### src/rtl/sap_bus_error_responder.sv
// sap_bus_error_responder
//   OBI slave that terminates transactions decoding to no valid region.
//   Every granted access is answered after RESP_LAT cycles with err_o set
//   and rdata_o = ERR_PATTERN. A saturating error counter and a sticky
//   interrupt report the activity to the safe-CPU supervisor.
//   Optional build macro SAP_BUS_ERR_LOG_EN: capture address/we of the most
//   recent errored access on last_addr_o/last_we_o. Without it those ports
//   read 0 and no capture flops exist.
module sap_bus_error_responder #(
  parameter int unsigned RESP_LAT    = 1,
  parameter logic [31:0] ERR_PATTERN = 32'hBADACCE5,
  parameter int unsigned CNT_W       = 16
) (
  input  logic              clk_i,
  input  logic              rst_i,
  input  logic              req_i,
  input  logic              we_i,
  input  logic [3:0]        be_i,
  input  logic [31:0]       addr_i,
  input  logic [31:0]       wdata_i,
  output logic              gnt_o,
  output logic              rvalid_o,
  output logic [31:0]       rdata_o,
  output logic              err_o,
  input  logic              clear_i,
  output logic [CNT_W-1:0]  err_count_o,
  output logic              err_irq_o,
  output logic [31:0]       last_addr_o,
  output logic              last_we_o
);

  localparam int unsigned LAT_W = (RESP_LAT > 1) ? $clog2(RESP_LAT) : 1;

  typedef enum logic [1:0] {
    IDLE = 2'd0,
    WAIT = 2'd1,
    RESP = 2'd2
  } state_e;

  state_e             state_q;
  logic [LAT_W-1:0]   latCnt_q;
  logic               rvalid_q;
  logic [31:0]        rdata_q;
  logic [CNT_W-1:0]   count_q;
  logic               irq_q;
  logic               grant;
  logic               unusedInputs;

  // Only one transaction may be outstanding, so grants happen only in IDLE.
  assign grant = req_i && (state_q == IDLE);

  assign gnt_o       = grant;
  assign rvalid_o    = rvalid_q;
  assign err_o       = rvalid_q;
  assign rdata_o     = rdata_q;
  assign err_count_o = count_q;
  assign err_irq_o   = irq_q;

  // Transaction FSM: grant in IDLE, count down latency in WAIT, one-cycle response in RESP.
  always_ff @(posedge clk_i) begin
    if (rst_i) begin
      state_q  <= IDLE;
      latCnt_q <= '0;
      rvalid_q <= 1'b0;
      rdata_q  <= '0;
    end else begin
      rvalid_q <= 1'b0;
      rdata_q  <= '0;
      case (state_q)
        IDLE: begin
          if (req_i) begin
            latCnt_q <= LAT_W'(RESP_LAT - 1);
            if (RESP_LAT == 1) begin
              state_q  <= RESP;
              rvalid_q <= 1'b1;
              rdata_q  <= ERR_PATTERN;
            end else begin
              state_q <= WAIT;
            end
          end
        end
        WAIT: begin
          latCnt_q <= latCnt_q - LAT_W'(1);
          if (latCnt_q == LAT_W'(1)) begin
            state_q  <= RESP;
            rvalid_q <= 1'b1;
            rdata_q  <= ERR_PATTERN;
          end
        end
        RESP: begin
          state_q <= IDLE;
        end
        default: begin
          state_q <= IDLE;
        end
      endcase
    end
  end

  // Saturating error counter; a clear coinciding with a grant leaves a count of one.
  always_ff @(posedge clk_i) begin
    if (rst_i) begin
      count_q <= '0;
    end else if (clear_i) begin
      count_q <= grant ? CNT_W'(1) : '0;
    end else if (grant && (count_q != {CNT_W{1'b1}})) begin
      count_q <= count_q + CNT_W'(1);
    end
  end

  // Sticky interrupt set by a response; a simultaneous clear loses to the set.
  always_ff @(posedge clk_i) begin
    if (rst_i) begin
      irq_q <= 1'b0;
    end else if (state_q == RESP) begin
      irq_q <= 1'b1;
    end else if (clear_i) begin
      irq_q <= 1'b0;
    end
  end

`ifdef SAP_BUS_ERR_LOG_EN
  logic [31:0] lastAddr_q;
  logic        lastWe_q;

  // Capture the offending access on each grant; clear_i deliberately leaves it alone.
  always_ff @(posedge clk_i) begin
    if (rst_i) begin
      lastAddr_q <= '0;
      lastWe_q   <= 1'b0;
    end else if (grant) begin
      lastAddr_q <= addr_i;
      lastWe_q   <= we_i;
    end
  end

  assign last_addr_o  = lastAddr_q;
  assign last_we_o    = lastWe_q;
  assign unusedInputs = ^{be_i, wdata_i};
`else
  assign last_addr_o  = '0;
  assign last_we_o    = 1'b0;
  assign unusedInputs = ^{be_i, wdata_i, addr_i, we_i};
`endif

endmodule

### config.mk
export PLATFORM = sky130hd
export DESIGN_NAME = sap_bus_error_responder
export DESIGN_NICKNAME = d
export VERILOG_FILES = /design/src/rtl/sap_bus_error_responder.sv
export SDC_FILE = /design/constraint.sdc
export NUM_CORES = 1
export LEC_CHECK = 0
export ABC_CLOCK_PERIOD_IN_PS = 2100
export BUFFER_PORTS_ARGS = -buffer_cell sky130_fd_sc_hd__buf_2
export CELL_PAD_IN_SITES_DETAIL_PLACEMENT = 2
export CELL_PAD_IN_SITES_GLOBAL_PLACEMENT = 2
export CORE_UTILIZATION = 15
export DETAILED_ROUTE_END_ITERATION = 10
export PLACE_DENSITY_LB_ADDON = 0.1
export SLEW_MARGIN = 20
export SYNTH_ARGS = -nofsm -noshare
export SYNTH_HDL_FRONTEND = slang
export SYNTH_SLANG_ARGS = --single-unit
### constraint.sdc
create_clock -name clk_i -period 2.1 [get_ports clk_i]
set_clock_uncertainty 0.05 [all_clocks]
set_input_delay 0.105 -clock clk_i [delete_from_list [all_inputs] [get_ports clk_i]]
set_output_delay 0.105 -clock clk_i [all_outputs]
set_load 0.02 [all_outputs]
==> run_results.csv, run 1 <==
group,metric,value,unit
floorplanning,num_rows,34,
sta,hold_ws,34.3,ps
synthesis,synth_xor_area_share,1.24,%
floorplanning,start_util,15.8,%
outcome,outcome,"finished, final reports clean",
synthesis,synth_fa_ha_area_share,0.888,%
critical_path,r2r_cells,6,
critical_path,cp_slowest_cell,"dfxtp_1",
synthesis,yosysWarningCount,0,
sta,hold_viol_final,0,
synthesis,ys_seq_area_share,27.0,%
critical_path,cp-end-kind,"register",
layout,multi_input_area,672,µm²
synthesis,netlist_instances,172,
floorplanning,die_w,98.9,µm
clocking,cts.sinks,19,
grt,grt_pass1_vias,1067,
synthesis,synth_cell_types,34,
clocking,clk_latency,260,ps
grt,grt.overflow.total,0,
critical_path,path_class,"reg2reg",
clocking,hold_buffers,0,
layout,fin_area,0.00154,mm²
synthesis,synth_top_family_by_area,"buffers and inverters",
sta,setup_viol,0,
sta,fin_crit,1900,ps
power_and_ir_drop,irDropWorstVdd,0.000203,V
critical_path,reg2reg_to,"err_count_o[14]",
hold_path,min_to,"err_irq_o",
sta,slew_headroom,66.2,%
drt,drtAntennaViolNets,0,
critical_path,worstPathArrival,1990,ps
grt,grt_usage,7.39,%
critical_path,worstPathCellList,"ha_1 > nand4_1 > buf_4 > nor4_1 > nor4b_1 > nor3_1",
drt,drt_iter0_drc,8,
clocking,clk_pin_slew,80,ps
sta,worst_slew_pin_slew,506,ps
floorplanning,dieHeight,98.9,µm
drt,avgViaCountPerCell,3.69,
synthesis,synthArstFlopShare,0,%
power_and_ir_drop,powerDensity,536,mW/mm²
clocking,htreeDepth,1,
sta,fin_crit_sh,90.7,%
clocking,cts-root-buf,"clkbuf_8",
clocking,cts_resized,0,
grt,grt_pass1_wl,5640,µm
synthesis,synth_edf_count,0,
critical_path,cp-start-kind,"register",
synthesis,ys_seq_elements,19,
synthesis,synth_area,0.00141,mm²
sta,report.final.slew_viol_count,0,
floorplanning,die_area,0.00978,mm²
synthesis,synth_area_leader_cell,"buf_4",
drt,drc,0,
synthesis,synth_mux_area_share,1.42,%
placement,place.port_buffers,42,
hold_path,hp-start,"rst_i",
layout,fin_nets,280,
clocking,cts_buffers,3,
critical_path,critical_path.max_stage_delay,400,ps
power_and_ir_drop,leakage,0.715,nW
layout,drive_above_1_share,29.8,%
synthesis,synthFlopType,"dfxtp_1",
critical_path,r2r-start,"err_count_o[1]",
layout,post-route-util,17.3,%
layout,fillCellCount,1078,
floorplanning,ioPinCount,158,
grt,grt_max_degree,22,
placement,routabilityCongestion,0.674,
sta,grt_setup_unrepaired,"no",
floorplanning,core,0.00889,mm²
critical_path,critPathRequiredTime,2190,ps
critical_path,cp_max_fo,5,
placement,place_area,0.00150,mm²
hold_path,min_path_type,"in2reg",
layout,antenna_cells,0,
layout,area_delta_synth_final,9.33,%
flow_run,cap_viol_max_count,0,
synthesis,synth-compound-area-share,12.5,%
synthesis,synthSimpleGateAreaFrac,19.4,%
clocking,clock_path_buffers,2,
sta,setup_tns,0,ps
drt,routedWlPerCell,12.0,µm
clocking,cts_tree,"yes",
critical_path,rrSetupSlack,200,ps
synthesis,synth_area_leaders,"buf_4, dfxtp_1, a21oi_1",
sta,max_freq,525,MHz
hold_path,holdPathStages,2,
drt,route.vias.total,1155,
drt,routed_wl,3770,µm
drt,drtPass1Iterations,4,
layout,seqCellArea,380,µm²
grt,antenna_found_initial,0,
synthesis,avgSynthCellArea,8.19,µm²
synthesis,synth_top_cell_area_share,35.2,%
placement,dp_hpwl,3050,µm
clocking,post_cts_buffers,0,
==> per-layer routing <==
| metal | vias up | part of all wire, % | global-route usage [%] |
|---|---|---|---|
| met2 | 58 | 50 | 13.6 |
| met5 | - | 0 | 0 |
| met1 | 546 | 43 | 8.34 |
| li1 | 549 | - | - |
| met3 | 2 | 6.7 | 1.49 |
| met4 | 0 | 0.66 | 2.76 |
==> through the flow <==
step | total power, mW | std cells | setup slack, ps
global route | 0.864 | 313 | 24.6
global placement | 0.557 | 309 | 204
CTS | 0.842 | 313 | 155
detailed placement | 0.557 | 309 | 185
finish | 0.825 | 313 | 195
floorplan | 0.606 | 217 | 159
==> flip-flops by register name (all words and copies together) (netlist names) <==
| signal | cells |
|---|---|
| rdata_o | 1 |
| err_irq_o | 1 |
| state_q | 1 |
| err_count_o | 16 |
==> worst max path at each step <==
stage / slack (ps) / from / end
2_1_floorplan: 160 / err_count_o[0] / err_count_o[5]
3_3_place_gp: 200 / err_count_o[1] / err_count_o[12]
3_5_place_dp: 180 / err_count_o[1] / err_count_o[12]
4_1_cts: 160 / err_count_o[1] / err_count_o[12]
5_1_grt: 20 / err_count_o[1] / err_count_o[12]
6_report: 200 / err_count_o[1] / err_count_o[14]
==> final cells by class <==
class                   count  area share, %
clock buffers               4           2.92
multi-input cells         124           43.6
inverters                   6           1.46
repair buffers             52           18.5
flip-flops and latches     19           24.7
well taps                 108           8.77
==> cell usage after synthesis, types with 2 or more instances <==
cell,count
a21oi_1,12
buf_4,66
clkbuf_1,2
dfxtp_1,19
inv_1,6
mux2i_1,2
nand2_1,6
nand3_1,5
nand4_1,3
nor2_1,6
nor3_1,2
nor4_1,3
o21ai_0,8
o31ai_1,3
or3_1,8
or4_1,3
==> report_power, final <==
part	total (mW)	switching, mW	internal (mW)
Clock	0.276	0.141	0.135
Sequential	0.372	0.00675	0.365
Combinational	0.177	0.142	0.0344
Total	0.825	0.290	0.535
==> logic make-up (layout without fill, tap and decap cells) <==
logic type,after synthesis,count (layout)
buffers and inverters,74,62
AND/OR/NAND/NOR,46,46
AO/OA/AOI/OAI,27,27
flip-flops,19,19
XOR/XNOR,2,2
multiplexers,2,2
adder cells (fa/ha/maj),1,1
other,1,46
==> placed cells by master, fill, tap and decap left out, types with 5 or more instances in the layout <==
master,instances
nand2_1,6
inv_1,6
buf_2,42
buf_4,10
conb_1,46
a21oi_1,12
or3_1,8
dfxtp_1,19
o21ai_0,8
nor2_1,6
nand3_1,5
==> worst max-delay path, delay by kind of cell (launching register included) <==
family / cells / cell delay, ps
AND/OR/NAND/NOR: 4 / 910
flip-flops: 1 / 400
adder cells (fa/ha/maj): 1 / 200
buffers and inverters: 1 / 210
(Power assumes the default switching activity.)
==> run 2: changes to the inputs <==
MAX_ROUTING_LAYER = met4   (was unset)
REMOVE_ABC_BUFFERS = 1   (was unset)
==> run 2 against run 1 <==
Against the previous run: combinational power about the same; global-route usage is 0.75 points higher; final area is 0.57% lower; sequential power about the same; worst setup slack improved by 58 ps; critical endpoint unchanged; die area did not move; total power about the same; final cell count shrank 0.64%; first-iteration DRC count grew 110%; sequential share of layout area is 0.14 points higher.
==> run_results.csv, run 2 (same netlist as run 1, synthesis figures left out) <==
group,metric,value,unit
grt,antenna_found_initial,0,
clocking,htreeDepth,1,
critical_path,critical_path.max_stage_delay,350,ps
sta,setup_tns,0,ps
power_and_ir_drop,powerDensity,539,mW/mm²
power_and_ir_drop,clock_power_share,33.4,%
critical_path,critPathRequiredTime,2190,ps
floorplanning,core,0.00889,mm²
placement,routabilityCongestion,0.681,
drt,drt_iter0_drc,17,
sta,fin_crit,1850,ps
clocking,clk_latency,260,ps
power_and_ir_drop,total_power,0.826,mW
sta,grt_setup_unrepaired,"no",
clocking,cts-root-buf,"clkbuf_8",
sta,slew_headroom,64.5,%
power_and_ir_drop,p_sw_share,35.3,%
placement,place.port_buffers,42,
floorplanning,dieHeight,98.9,µm
critical_path,r2r-start,"err_count_o[1]",
sta,report.final.slew_viol_count,0,
critical_path,rrSetupSlack,250,ps
critical_path,cp.depth,6,
layout,layout_common_cells,"conb_1, buf_2, dfxtp_1",
critical_path,cp-start-kind,"register",
drt,route.vias.total,1175,
critical_path,path_class,"reg2reg",
outcome,outcome,"finished, final reports clean",
floorplanning,ioPinCount,158,
drt,drtAntennaViolNets,0,
critical_path,cp-end-kind,"register",
hold_path,min_path_type,"in2reg",
critical_path,worstPathArrival,1940,ps
power_and_ir_drop,combPwrFrac,21.5,%
layout,fin_nets,278,
floorplanning,die_area,0.00978,mm²
sta,setup_viol,0,
sta,fin_crit_sh,87.9,%
critical_path,r2r_cells,6,
clocking,cts_tree,"yes",
power_and_ir_drop,p_seq_share,45.1,%
critical_path,cp_slowest_cell,"dfxtp_1",
hold_path,hp-start,"rst_i",
layout,final_common_cell,"conb_1",
power_and_ir_drop,p_int,0.534,mW
clocking,cts.sinks,19,
layout,drive_above_1_share,29.6,%
critical_path,cp_num_buf_inv,1,
floorplanning,start_util,15.8,%
layout,multi_input_area,678,µm²
drt,drtPass1Iterations,3,
clocking,clock_path_buffers,2,
clocking,cts_buffers,3,
critical_path,worstPathCellList,"ha_1 > nand4_1 > buf_4 > nor4_2 > nor4b_1 > nor3_1",
grt,grt_max_degree,22,
sta,hold_viol_final,0,
layout,seqCellArea,380,µm²
floorplanning,die_w,98.9,µm
power_and_ir_drop,netSwitchingPower,0.291,mW
floorplanning,num_rows,34,
grt,grt_usage,8.14,%
power_and_ir_drop,irDropWorstVdd,0.000178,V
drt,routed_wl,3830,µm
grt,grt_pass1_vias,1162,
hold_path,min_to,"err_irq_o",
layout,fillCellCount,1071,
layout,stdcell_count,311,
layout,antenna_cells,0,
power_and_ir_drop,leakage,0.706,nW
drt,avgViaCountPerCell,3.78,
drt,drc,0,
critical_path,reg2reg_to,"err_count_o[14]",
flow_run,cap_viol_max_count,0,
layout,area_delta_synth_final,8.70,%
grt,grt_pass1_wl,6090,µm
grt,grt.overflow.total,0,
critical_path,critPathTopFamily,"simple AND/OR/NAND/NOR gates",
layout,largest_reg_flops,16,
sta,worst_slew_pin_slew,531,ps
placement,dp.cells,307,
placement,dp_hpwl,3030,µm
clocking,clk_pin_slew,80,ps
layout,post-route-util,17.2,%
critical_path,cp_max_fo,3,
hold_path,holdPathStages,2,
drt,routedWlPerCell,12.3,µm
sta,max_freq,542,MHz
run 2: worst reg2reg max path, stage by stage, from the launching register on:
cell     delay (ps)
dfxtp_1         350
ha_1            190
nand4_1         240
buf_4           230
nor4_2          310
nor4b_1         290
nor3_1           80
run 2: repair_timing:
| action | in CTS | in global routing |
|---|---|---|
| buffers inserted | 0 | 0 |
| resized for setup | 0 | 1 |
| endpoints found under the setup margin | 0 | 1 |
| hold buffers | 0 | 0 |
| hold endpoints to repair | 0 | 0 |
run 2: worst max-delay path by stage:
| stage | startpoint | end |
|---|---|---|
| final | err_count_o[1] | err_count_o[14] |
| after global routing | err_count_o[1] | err_count_o[14] |
| after CTS | err_count_o[1] | err_count_o[14] |
| after detailed placement | err_count_o[1] | err_count_o[14] |
| after global placement | err_count_o[0] | err_count_o[14] |
| after floorplan | rdata_o[29] | err_o |
run 2: through the flow:
stage	area (µm²)	setup slack, ps	hold WS (ps)
detailed placement	1480	195	322
CTS	1530	161	31.4
finish	1530	254	38.8
global placement	1480	281	306
global route	1530	63.1	52.4
floorplan	1070	-1030	127
run 2: final cells by class:
cell class,count,area share (%)
timing repair buffer,50,17.6
tap,108,8.82
sequential,19,24.8
inverter,6,1.47
clock buffer,4,2.94
multi-input combinational,124,44.3
run 2: power by group through the flow:
stage	registers (mW)	logic [mW]	clock network (mW)
after floorplan	0.416	0.0936	0
after global placement	0.380	0.175	0
after detailed placement	0.381	0.176	0
after CTS	0.372	0.177	0.289
after global routing	0.373	0.191	0.296
final	0.372	0.178	0.276
run 2: per-layer routing:
metal | wire length, µm | track usage, % | vias up
li1 | - | - | 546
met1 | 1690 | 9.35 | 563
met2 | 1900 | 14.3 | 64
met3 | 216 | 2.06 | 2
met4 | 24 | 1.72 | 0
met5 | 0 | - | -
==> run 3: changes to the inputs <==
SETUP_SLACK_MARGIN = 0.5   (was unset)
==> run 3 against run 2 <==
Against the previous run: fmax grew 6.4%; first-iteration DRC count is 5.9% higher; worst setup slack improved by 110 ps; worst hold slack gained 7.6 ps; critical path type unchanged.
==> run_results.csv, run 3 (same netlist as run 1, synthesis figures left out) <==
group,metric,value,unit
drt,drt_iter0_drc,18,
placement,place.port_buffers,42,
grt,grt_pass1_wl,6510,µm
layout,fillCellCount,1045,
drt,drc,0,
floorplanning,dieHeight,98.9,µm
layout,fin_nets,299,
clocking,cts.sinks,19,
drt,drtPass1Iterations,4,
critical_path,r2r_cells,7,
power_and_ir_drop,powerDensity,441,mW/mm²
layout,multi_input_area,806,µm²
hold_path,holdPathStages,2,
placement,dpl_worst_slack,195,ps
layout,area_delta_synth_final,32.8,%
clocking,cts-root-buf,"clkbuf_8",
drt,met2WireLength,2260,µm
clocking,clk_latency,260,ps
grt,antenna_found_initial,0,
drt,routed_wl,4350,µm
drt,wl_met3,231,µm
sta,max_freq,576,MHz
placement,dp_hpwl,3030,µm
drt,routedWlPerCell,13.1,µm
power_and_ir_drop,leakage,0.849,nW
clocking,clock_path_buffers,2,
drt,route.vias.total,1260,
layout,final_common_cell,"conb_1",
sta,setup_viol,0,
sta,setup_tns,0,ps
drt,dr.max_layer_used,"met4",
sta,hold_viol_final,0,
floorplanning,start_util,15.8,%
grt,grt.overflow.total,0,
placement,place_area,0.00148,mm²
critical_path,cp_max_fo,6,
critical_path,cp-end-kind,"register",
floorplanning,ioPinCount,158,
critical_path,worstPathArrival,1870,ps
clocking,hold_buffers,0,
layout,drive_above_1_share,48.7,%
clocking,cts_tree,"yes",
hold_path,min_path_type,"in2reg",
layout,seqCellArea,412,µm²
sta,fin_crit_sh,82.6,%
grt,grt_pass1_vias,1251,
placement,routabilityCongestion,0.681,
drt,avgViaCountPerCell,3.80,
layout,largest_reg_flops,16,
layout,antenna_cells,0,
layout,layout_common_cells,"conb_1, buf_2, buf_4",
power_and_ir_drop,irDropWorstVdd,0.000179,V
floorplanning,core,0.00889,mm²
sta,fin_crit,1740,ps
floorplanning,num_rows,34,
sta,report.final.slew_viol_count,0,
clocking,cts_buffers,3,
flow_run,cap_viol_max_count,0,
critical_path,rrSetupSlack,360,ps
drt,drtAntennaViolNets,0,
clocking,htreeDepth,1,
drt,met1Wirelength,1840,µm
layout,post-route-util,21.0,%
grt,grt_max_degree,22,
critical_path,critPathRequiredTime,2230,ps
grt,grt_usage,8.71,%
clocking,clk_pin_slew,80,ps
sta,grt_setup_unrepaired,"yes",
critical_path,path_class,"reg2reg",
critical_path,cp-start-kind,"register",
layout,fin_area,0.00187,mm²
floorplanning,die_area,0.00978,mm²
floorplanning,die_w,98.9,µm
power_and_ir_drop,total_power,0.825,mW
outcome,outcome,"finished, final reports clean",
sta,layout_setup_ws,365,ps
==> run 3: worst paths after layout <==
kind                                startpoint        endpoint
worst max-delay path            err_count_o[0]  err_count_o[5]
worst min-delay path                     rst_i       err_irq_o
worst max register to register  err_count_o[0]  err_count_o[5]
worst min register to register       err_irq_o       err_irq_o
==> run 3: final cells by class <==
cell class / instances / share of cell area (%)
multi-input combinational: 124 / 43.1
sequential: 19 / 22.0
inverter: 6 / 1.20
tap: 108 / 7.22
timing repair buffer: 71 / 24.1
clock buffer: 4 / 2.41
==> run 3: routing by layer <==
layer  up-vias  GRT usage (%)
met4         0           1.72
met1       600           9.95
met2        66           15.5
met5         -              -
li1        592              -
met3         2           2.06
==> run 3: where the power goes <==
part / switching (mW) / internal [mW] / leakage, nW / total (mW)
registers: 0.00779 / 0.358 / 0.162 / 0.366
logic: 0.148 / 0.0374 / 0.664 / 0.185
clock network: 0.139 / 0.135 / 0.0228 / 0.274
==> run 3: through the flow <==
step / instances / hold slack, ps
after floorplan: 149 / 127
after global placement: 307 / 306
after detailed placement: 307 / 322
after CTS: 326 / 31.5
after global routing: 332 / 54.0
final: 332 / 46.4
==> run 3: timing repair <==
item | CTS | global route
gates resized for setup | 31 | 18
pin swaps | 11 | 5
setup buffers | 15 | 6
setup endpoints to repair | 16 | 16
==> run 3: worst max-delay path, stage by stage (launching register included) <==
cell	delay, ps
dfxtp_2	340
ha_4	160
nand4_1	170
buf_4	150
nor4_2	40
buf_4	150
or3_2	440
a21oi_1	170
